## src/rtl/aes_add_round_key_stage_pkg.sv

```systemverilog
// Shared definitions for the AddRoundKey stage: widths, round count,
// the FSM encoding and the round-constant table used by the key schedule.
package aes_add_round_key_stage_pkg;

  localparam int BYTE     = 8;
  localparam int WORD     = 32;
  localparam int SENTENCE = 128;
  localparam int NROUNDS  = 10;

  typedef enum logic {
    IDLE = 1'b0,
    RUN  = 1'b1
  } state_e;

  // Round constant used when deriving round key r+1 from round key r.
  function automatic logic [BYTE-1:0] rcon(input logic [3:0] r);
    case (r)
      4'd0:    rcon = 8'h01;
      4'd1:    rcon = 8'h02;
      4'd2:    rcon = 8'h04;
      4'd3:    rcon = 8'h08;
      4'd4:    rcon = 8'h10;
      4'd5:    rcon = 8'h20;
      4'd6:    rcon = 8'h40;
      4'd7:    rcon = 8'h80;
      4'd8:    rcon = 8'h1b;
      4'd9:    rcon = 8'h36;
      default: rcon = 8'h00;
    endcase
  endfunction

endpackage

```

## src/rtl/aes_sbox.sv

```systemverilog
// AES forward S-box, purely combinational.
//   a_i : input byte
//   s_o : substituted byte
// Computed as multiplicative inverse in GF(2^8) (x^254) followed by the
// AES affine transform, so no 256-entry table has to be maintained.
module aes_sbox
  import aes_add_round_key_stage_pkg::*;
(
  input  logic [BYTE-1:0] a_i,
  output logic [BYTE-1:0] s_o
);

  function automatic logic [7:0] gmul(input logic [7:0] a, input logic [7:0] b);
    logic [7:0] p;
    logic [7:0] x;
    p = '0;
    x = a;
    for (int i = 0; i < 8; i++) begin
      if (b[i]) p = p ^ x;
      x = {x[6:0], 1'b0} ^ (x[7] ? 8'h1b : 8'h00);
    end
    return p;
  endfunction

  logic [7:0] sq, inv;

  // x^254 = x^2 * x^4 * ... * x^128; maps 0 to 0 as AES requires.
  always_comb begin
    sq  = a_i;
    inv = 8'h01;
    for (int i = 1; i < 8; i++) begin
      sq  = gmul(sq, sq);
      inv = gmul(inv, sq);
    end
  end

  assign s_o = inv ^ {inv[6:0], inv[7]} ^ {inv[5:0], inv[7:6]}
             ^ {inv[4:0], inv[7:5]} ^ {inv[3:0], inv[7:4]} ^ 8'h63;

endmodule

```

## src/rtl/aes_add_round_key_stage.sv

```systemverilog
// Registered AddRoundKey stage with on-the-fly AES-128 key expansion.
//   clk, rst_n          : clock, synchronous active-low reset
//   start, key_in       : load cipher key as round key 0 and begin a block
//   in_valid/in_ready   : upstream handshake, in_data = state to whiten
//   out_valid/out_ready : downstream handshake, out_data = in_data ^ round key
//   round               : index of round key applied to the next accept
//   busy                : key schedule active
//   done                : pulse when the round-10 result is registered
module aes_add_round_key_stage
  import aes_add_round_key_stage_pkg::*;
(
  input  logic                clk,
  input  logic                rst_n,
  input  logic                start,
  input  logic [SENTENCE-1:0] key_in,
  input  logic                in_valid,
  input  logic [SENTENCE-1:0] in_data,
  output logic                in_ready,
  output logic                out_valid,
  output logic [SENTENCE-1:0] out_data,
  input  logic                out_ready,
  output logic [3:0]          round,
  output logic                busy,
  output logic                done
);

  state_e              state_q, state_d;
  logic [SENTENCE-1:0] key_q, key_d;
  logic [3:0]          round_q, round_d;
  logic                ov_q, ov_d;
  logic [SENTENCE-1:0] od_q, od_d;
  logic                done_q, done_d;

  logic                accept;
  logic [WORD-1:0]     rot, sub, t;
  logic [WORD-1:0]     c0n, c1n, c2n, c3n;

  // RotWord of the last column: row 0 (MSB byte) moves to row 3.
  assign rot = {key_q[23:0], key_q[31:24]};

  for (genvar g = 0; g < WORD/BYTE; g++) begin : g_subword
    aes_sbox u_sbox (
      .a_i (rot[g*BYTE +: BYTE]),
      .s_o (sub[g*BYTE +: BYTE])
    );
  end

  assign t   = sub ^ {rcon(round_q), 24'h0};
  assign c0n = key_q[127:96] ^ t;
  assign c1n = key_q[95:64]  ^ c0n;
  assign c2n = key_q[63:32]  ^ c1n;
  assign c3n = key_q[31:0]   ^ c2n;

  // start wins over any same-cycle input, so it also blocks the handshake.
  assign in_ready = (state_q == RUN) & ~start & (out_ready | ~ov_q);
  assign accept   = in_valid & in_ready;

  always_comb begin
    state_d = state_q;
    key_d   = key_q;
    round_d = round_q;
    ov_d    = ov_q;
    od_d    = od_q;
    done_d  = 1'b0;
    if (start) begin
      state_d = RUN;
      key_d   = key_in;
      round_d = 4'd0;
      ov_d    = 1'b0;
    end else if (accept) begin
      od_d = in_data ^ key_q;
      ov_d = 1'b1;
      if (round_q == 4'(NROUNDS)) begin
        done_d  = 1'b1;
        state_d = IDLE;
        round_d = 4'd0;
      end else begin
        round_d = round_q + 4'd1;
        key_d   = {c0n, c1n, c2n, c3n};
      end
    end else if (out_ready) begin
      ov_d = 1'b0;
    end
  end

  always_ff @(posedge clk) begin
    if (!rst_n) begin
      state_q <= IDLE;
      key_q   <= '0;
      round_q <= '0;
      ov_q    <= 1'b0;
      od_q    <= '0;
      done_q  <= 1'b0;
    end else begin
      state_q <= state_d;
      key_q   <= key_d;
      round_q <= round_d;
      ov_q    <= ov_d;
      od_q    <= od_d;
      done_q  <= done_d;
    end
  end

  assign out_valid = ov_q;
  assign out_data  = od_q;
  assign round     = round_q;
  assign busy      = (state_q == RUN);
  assign done      = done_q;

endmodule

```

## config.mk

```make
export PLATFORM = sky130hd
export DESIGN_NAME = aes_add_round_key_stage
export DESIGN_NICKNAME = d
export VERILOG_FILES = /design/src/rtl/aes_add_round_key_stage_pkg.sv /design/src/rtl/aes_sbox.sv /design/src/rtl/aes_add_round_key_stage.sv
export SDC_FILE = /design/constraint.sdc
export NUM_CORES = 2
export LEC_CHECK = 0
export CAP_MARGIN = 10
export CELL_PAD_IN_SITES_DETAIL_PLACEMENT = 2
export CELL_PAD_IN_SITES_GLOBAL_PLACEMENT = 2
export CORE_ASPECT_RATIO = 0.75
export CORE_MARGIN = 4
export CORE_UTILIZATION = 33
export DETAILED_ROUTE_END_ITERATION = 8
export GPL_ROUTABILITY_DRIVEN = 0
export MAX_ROUTING_LAYER = met4
export PLACE_DENSITY = 0.88
export SYNTH_ARGS = -nofsm -noshare
export SYNTH_HDL_FRONTEND = slang
export SYNTH_SLANG_ARGS = --single-unit
```

## constraint.sdc

```tcl
create_clock -name clk -period 16.05 [get_ports clk]
set_clock_uncertainty 0.15 [all_clocks]
set_input_delay 2.4075 -clock clk [delete_from_list [all_inputs] [get_ports clk]]
set_output_delay 2.4075 -clock clk [all_outputs]
set_load 0.1 [all_outputs]
```

==> flow_summary_export.csv, run 1 <==
group,metric,value,unit
die,rows,141,
logic_synthesis,synth_area,65500,um2
grt,grt-ovfl-total,460,
logic_synthesis,yosys.area_share.simple,0.186,
logic_synthesis,synth_cell_type_count,106,
clock_tree,h-tree-depth,2,
logic_synthesis,synthArstFlopShare,0,
logic_synthesis,avgSynthCellArea,7.39,um2
logic_synthesis,synth_compound_area_frac,0.185,
logic_synthesis,synth_fa_ha_area_frac,0.00424,
placed_design,portBuffers,396,
clock_tree,cts_made_buffers,39,
grt,antenna_found_initial,113,
logic_synthesis,synth_top_family_by_area,"XOR/XNOR gates",
sta,grt_worst_setup_endpoint,"key_q[24]$_SDFFE_PN0P_/D",
grt,grt_util_all_layers,0.800,
logic_synthesis,yosysWarningCount,0,
die,die_width,523,um
placed_design,dp_hpwl,261,mm
status,status,"did not finish",
logic_synthesis,ys_seq_elements,271,
grt,grt_max_degree,99,
die,die_h,394,um
die,io_pins,397,
placed_design,place_inst,11900,
clock_tree,cts.sinks,271,
logic_synthesis,synth_nets,9145,
logic_synthesis,synth-xor-area-share,0.461,
logic_synthesis,postSynthCellCount,8865,
clock_tree,cts_root_buffer,"clkbuf_16",
logic_synthesis,synth_flop_cell,"dfxtp_1",
clock_tree,clockBufferDepth,3,
status,failing_step,"global routing (5_1_grt)",
logic_synthesis,synth_edf_count,0,
status,first-error,"[ERROR GRT-0232] Routing congestion too high. Check the congestion heatmap in the GUI.",
logic_synthesis,synthMuxAreaShare,0.0363,
die,start_util,0.332,
sta,worstEpCategory,"sequential cell input",
logic_synthesis,synth-seq-area-share,0.0828,
metal layers:
metal,GRT overflow,track usage
met4,162,0.770
met3,73,0.697
met5,-,-
met1,22,0.794
met2,203,0.900
stage by stage:
step                instance area (um2)  hold WS [ns]  setup WS [ns]  setup TNS [ns]   util
CTS                               79600         0.358        -0.0235         -0.0235  0.404
detailed placement                75100         0.349          -2.24         -143.74  0.381
global placement                  75100         0.328         -0.992           -7.10  0.381
floorplan                         65500         0.332          0.216               0      -
kinds of logic after synthesis:
logic type | Yosys count
simple gates | 2881
xor+xnor | 2855
compound gates | 1880
buf+inv | 726
flops | 271
mux | 229
fa+ha+maj | 23
cells in the mapped netlist (29+ instances only):
master	number	area, um2
a211oi_1	191	1430
a221oi_1	67	587
xnor3_1	263	5920
xnor2_1	1971	17300
o31ai_1	29	218
mux2i_1	189	1890
clkbuf_1	459	1720
or3_1	43	269
o221ai_1	36	315
buf_1	47	176
o211ai_1	81	608
nand2b_1	69	432
a32oi_1	32	280
dfxtp_1	271	5430
o22ai_1	104	651
nor2b_1	58	363
xnor2_2	55	895
inv_1	89	334
mux2_2	32	360
nand3_1	162	811
nor2_1	1340	5030
and3_1	43	269
a31oi_1	66	413
nand2_1	834	3130
buf_2	98	490
and2_1	52	325
xor2_1	480	4200
a21oi_1	528	2640
nor3_1	186	931
o21ai_0	377	1890
xor3_1	39	927
a22oi_1	97	728
timing repair:
action / 4_1_cts
endpoints found under the hold margin: 0
pin swaps: 78
gates cloned: 1
endpoints found under the setup margin: 128
resized for setup: 375
hold buffers: 0
setup buffers: 100
==> run 2: changes to the inputs <==
CELL_PAD_IN_SITES_DETAIL_PLACEMENT = unset   (was 2)
CELL_PAD_IN_SITES_GLOBAL_PLACEMENT = unset   (was 2)
CORE_ASPECT_RATIO = unset   (was 0.75)
CORE_UTILIZATION = 40   (was 33)
MAX_ROUTING_LAYER = unset   (was met4)
PLACE_DENSITY = unset   (was 0.88)
PLACE_DENSITY_LB_ADDON = 0.15   (was unset)
clock period = 20.9 ns   (was 16.05 ns; I/O delays follow)
==> run 2 against run 1 <==
The run now ends clean. Synthesized cell count stayed put. Synthesized area stayed put.
==> flow_summary_export.csv, run 2 <==
group,metric,value,unit
status,status,"finished clean",
detailed_routing,ant_nets,0,
logic_synthesis,yosysTopAreaCell,"xnor2_1",
layout,fin_nets,9318,
job,maxCapViolations,0,
critical_path,cpMaxStageDelayCell,"xnor3_1",
critical_path,rr_startpoint,"key_q[7]",
logic_synthesis,synth_edf_count,0,
sta,finalSetupTns,0,ns
critical_path,crit_required,21.29,ns
sta,rsz0062_at_grt,"false",
critical_path,slowest_delay,0.83,ns
layout,layout_common_cells,"xnor2_1, nor2_1, nand2_1",
die,die_width,413,um
logic_synthesis,synth_top_area_frac,0.263,
clock_tree,clk_latency,0.62,ns
logic_synthesis,synth_top_cells_by_count,"xnor2_1, nor2_1, nand2_1",
logic_synthesis,ys_seq_elements,271,
clock_tree,cts_tree,"yes",
clock_tree,post_cts_buffers,0,
sta,worst_pin_slew,1.19,ns
clock_tree,path_clk_slew,0.06,ns
critical_path,cp-start-kind,"flip-flop",
critical_path,crit_start,"key_q[7]",
detailed_routing,drc,0,
sta,setup_violations,0,
logic_synthesis,synth_nets,9145,
die,start_util,0.403,
critical_path,cp-end-kind,"flip-flop",
grt,grt_first_pass_wirelength,372,mm
die,core_area,163000,um2
logic_synthesis,synth_most_common_cell,"xnor2_1",
grt,antenna_found_initial,27,
logic_synthesis,postSynthCellCount,8865,
placed_design,dp_hpwl,182,mm
logic_synthesis,synth_area_leaders,"xnor2_1, xnor3_1, dfxtp_1",
layout,final_common_cell,"xnor2_1",
detailed_routing,firstDrtPassIters,8,
sta,finalCritPeriodShare,0.938,
die,rows,148,
layout,final_util,0.455,
logic_synthesis,yosysWarningCount,0,
grt,grt_max_degree,103,
grt,grt_pass1_vias,60600,
clock_tree,cts.sinks,271,
layout,stdcell_area,74100,um2
clock_tree,cts_made_buffers,40,
placed_design,placed_area,72700,um2
logic_synthesis,synth-seq-area-share,0.0828,
clock_tree,h-tree-depth,2,
layout,syn_to_final_growth,13.1,%
logic_synthesis,synth_flop_cell,"dfxtp_1",
logic_synthesis,synthArstFlopShare,0,
detailed_routing,vias,64100,
detailed_routing,drt_iter0_markers,5624,
critical_path,crit_type,"flip-flop to flip-flop",
die,die_h,413,um
placed_design,portBuffers,396,
sta,slew_violations,0,
worst_hold_path,hp-class,"flip-flop to flip-flop",
critical_path,cp.arrival,19.98,ns
critical_path,critPathMaxFanout,21,
clock_tree,clockBufferDepth,3,
layout,drive_gt1_frac,0.0740,
critical_path,crit_top_cell,"xnor2_1",
sta,slew_headroom,0.198,
sta,hold_viol_final,0,
die,io_pins,397,
sta,holdWs,0.343,ns
grt,grt_util_all_layers,0.274,
detailed_routing,finalWirelength,243,mm
sta,fin_crit,19.60,ns
grt,grt-ovfl-total,0,
detailed_routing,wl_per_cell,21.6,um
detailed_routing,viasPerCell,5.69,
clock_tree,cts_root_buffer,"clkbuf_16",
logic_synthesis,synth_area,65500,um2
worst_hold_path,hp-start,"out_data[127]",
sta,timing.fmax,51.0,MHz
die,fp.dieArea,170000,um2
logic_synthesis,avgSynthCellArea,7.39,um2
logic_synthesis,synth_cell_type_count,106,
run 2: cell counts after synthesis:
No cell type changed its count.
run 2: final timing paths:
check,to,slack (ns),depth (start not counted)
hold reg to reg,out_data[127],0.34,2
setup / recovery,key_q[11],1.30,54
setup reg to reg,key_q[11],1.30,54
hold / removal,out_data[127],0.34,2
run 2: area by class of cell:
type	instances	area (um2)
clock inverters	18	174
clock buffers	54	1120
multi-input cells	7868	57600
flip-flops and latches	271	5430
repair buffers	747	6600
diodes	17	42.5
well taps	2175	2720
fillers	16400	88600
inverters	110	420
run 2: cell families (layout without fill, tap and decap cells):
family                   Yosys count  in the layout  synth area share
AND/OR/NAND/NOR                 2881           2881             0.186
XOR/XNOR                        2855           2855             0.461
other                              0             17                 0
adder cells (fa/ha/maj)           23             23           0.00424
AO/OA/AOI/OAI                   1880           1880             0.185
multiplexers                     229            229            0.0363
flip-flops                       271            271            0.0828
buffers and inverters            726            929            0.0441
run 2: timing repair:
| item | 4_1_cts | 5_1_grt |
|---|---|---|
| resized for setup | 0 | 6 |
| hold buffers | 0 | 0 |
| endpoints found under the hold margin | 0 | 0 |
| endpoints found under the setup margin | 0 | 23 |
run 2: routing by layer:
metal	track usage	up-vias	wire, um
met5	0	-	60
met2	0.445	2415	111000
met3	0.0469	369	18700
li1	-	30600	-
met4	0.0931	10	8770
met1	0.366	30700	105000
run 2: worst max-delay path, delay by kind of cell (launching register included):
family	cells	cell delay, ns
xor gates and xnor gates	32	13.17
AOI/OAI and AO/OA	8	1.39
adders and majority gates	2	1.02
muxes	4	1.28
buffers and inverters	3	0.86
DFF	1	0.82
and+or+nand+nor	5	0.81
run 2: per-stage QoR:
| stage | setup slack, ns | instances |
|---|---|---|
| 2_1_floorplan | 5.07 | 8865 |
| 3_3_place_gp | 0.714 | 11200 |
| 3_5_place_dp | 0.451 | 11200 |
| 4_1_cts | 0.424 | 11200 |
| 5_1_grt | 0.127 | 11300 |
| 6_report | 1.30 | 11300 |
Power of run 2 is left out: the tool's default activity adds up to more than one toggle a clock period on the data nets, which glitch-free logic cannot reach.
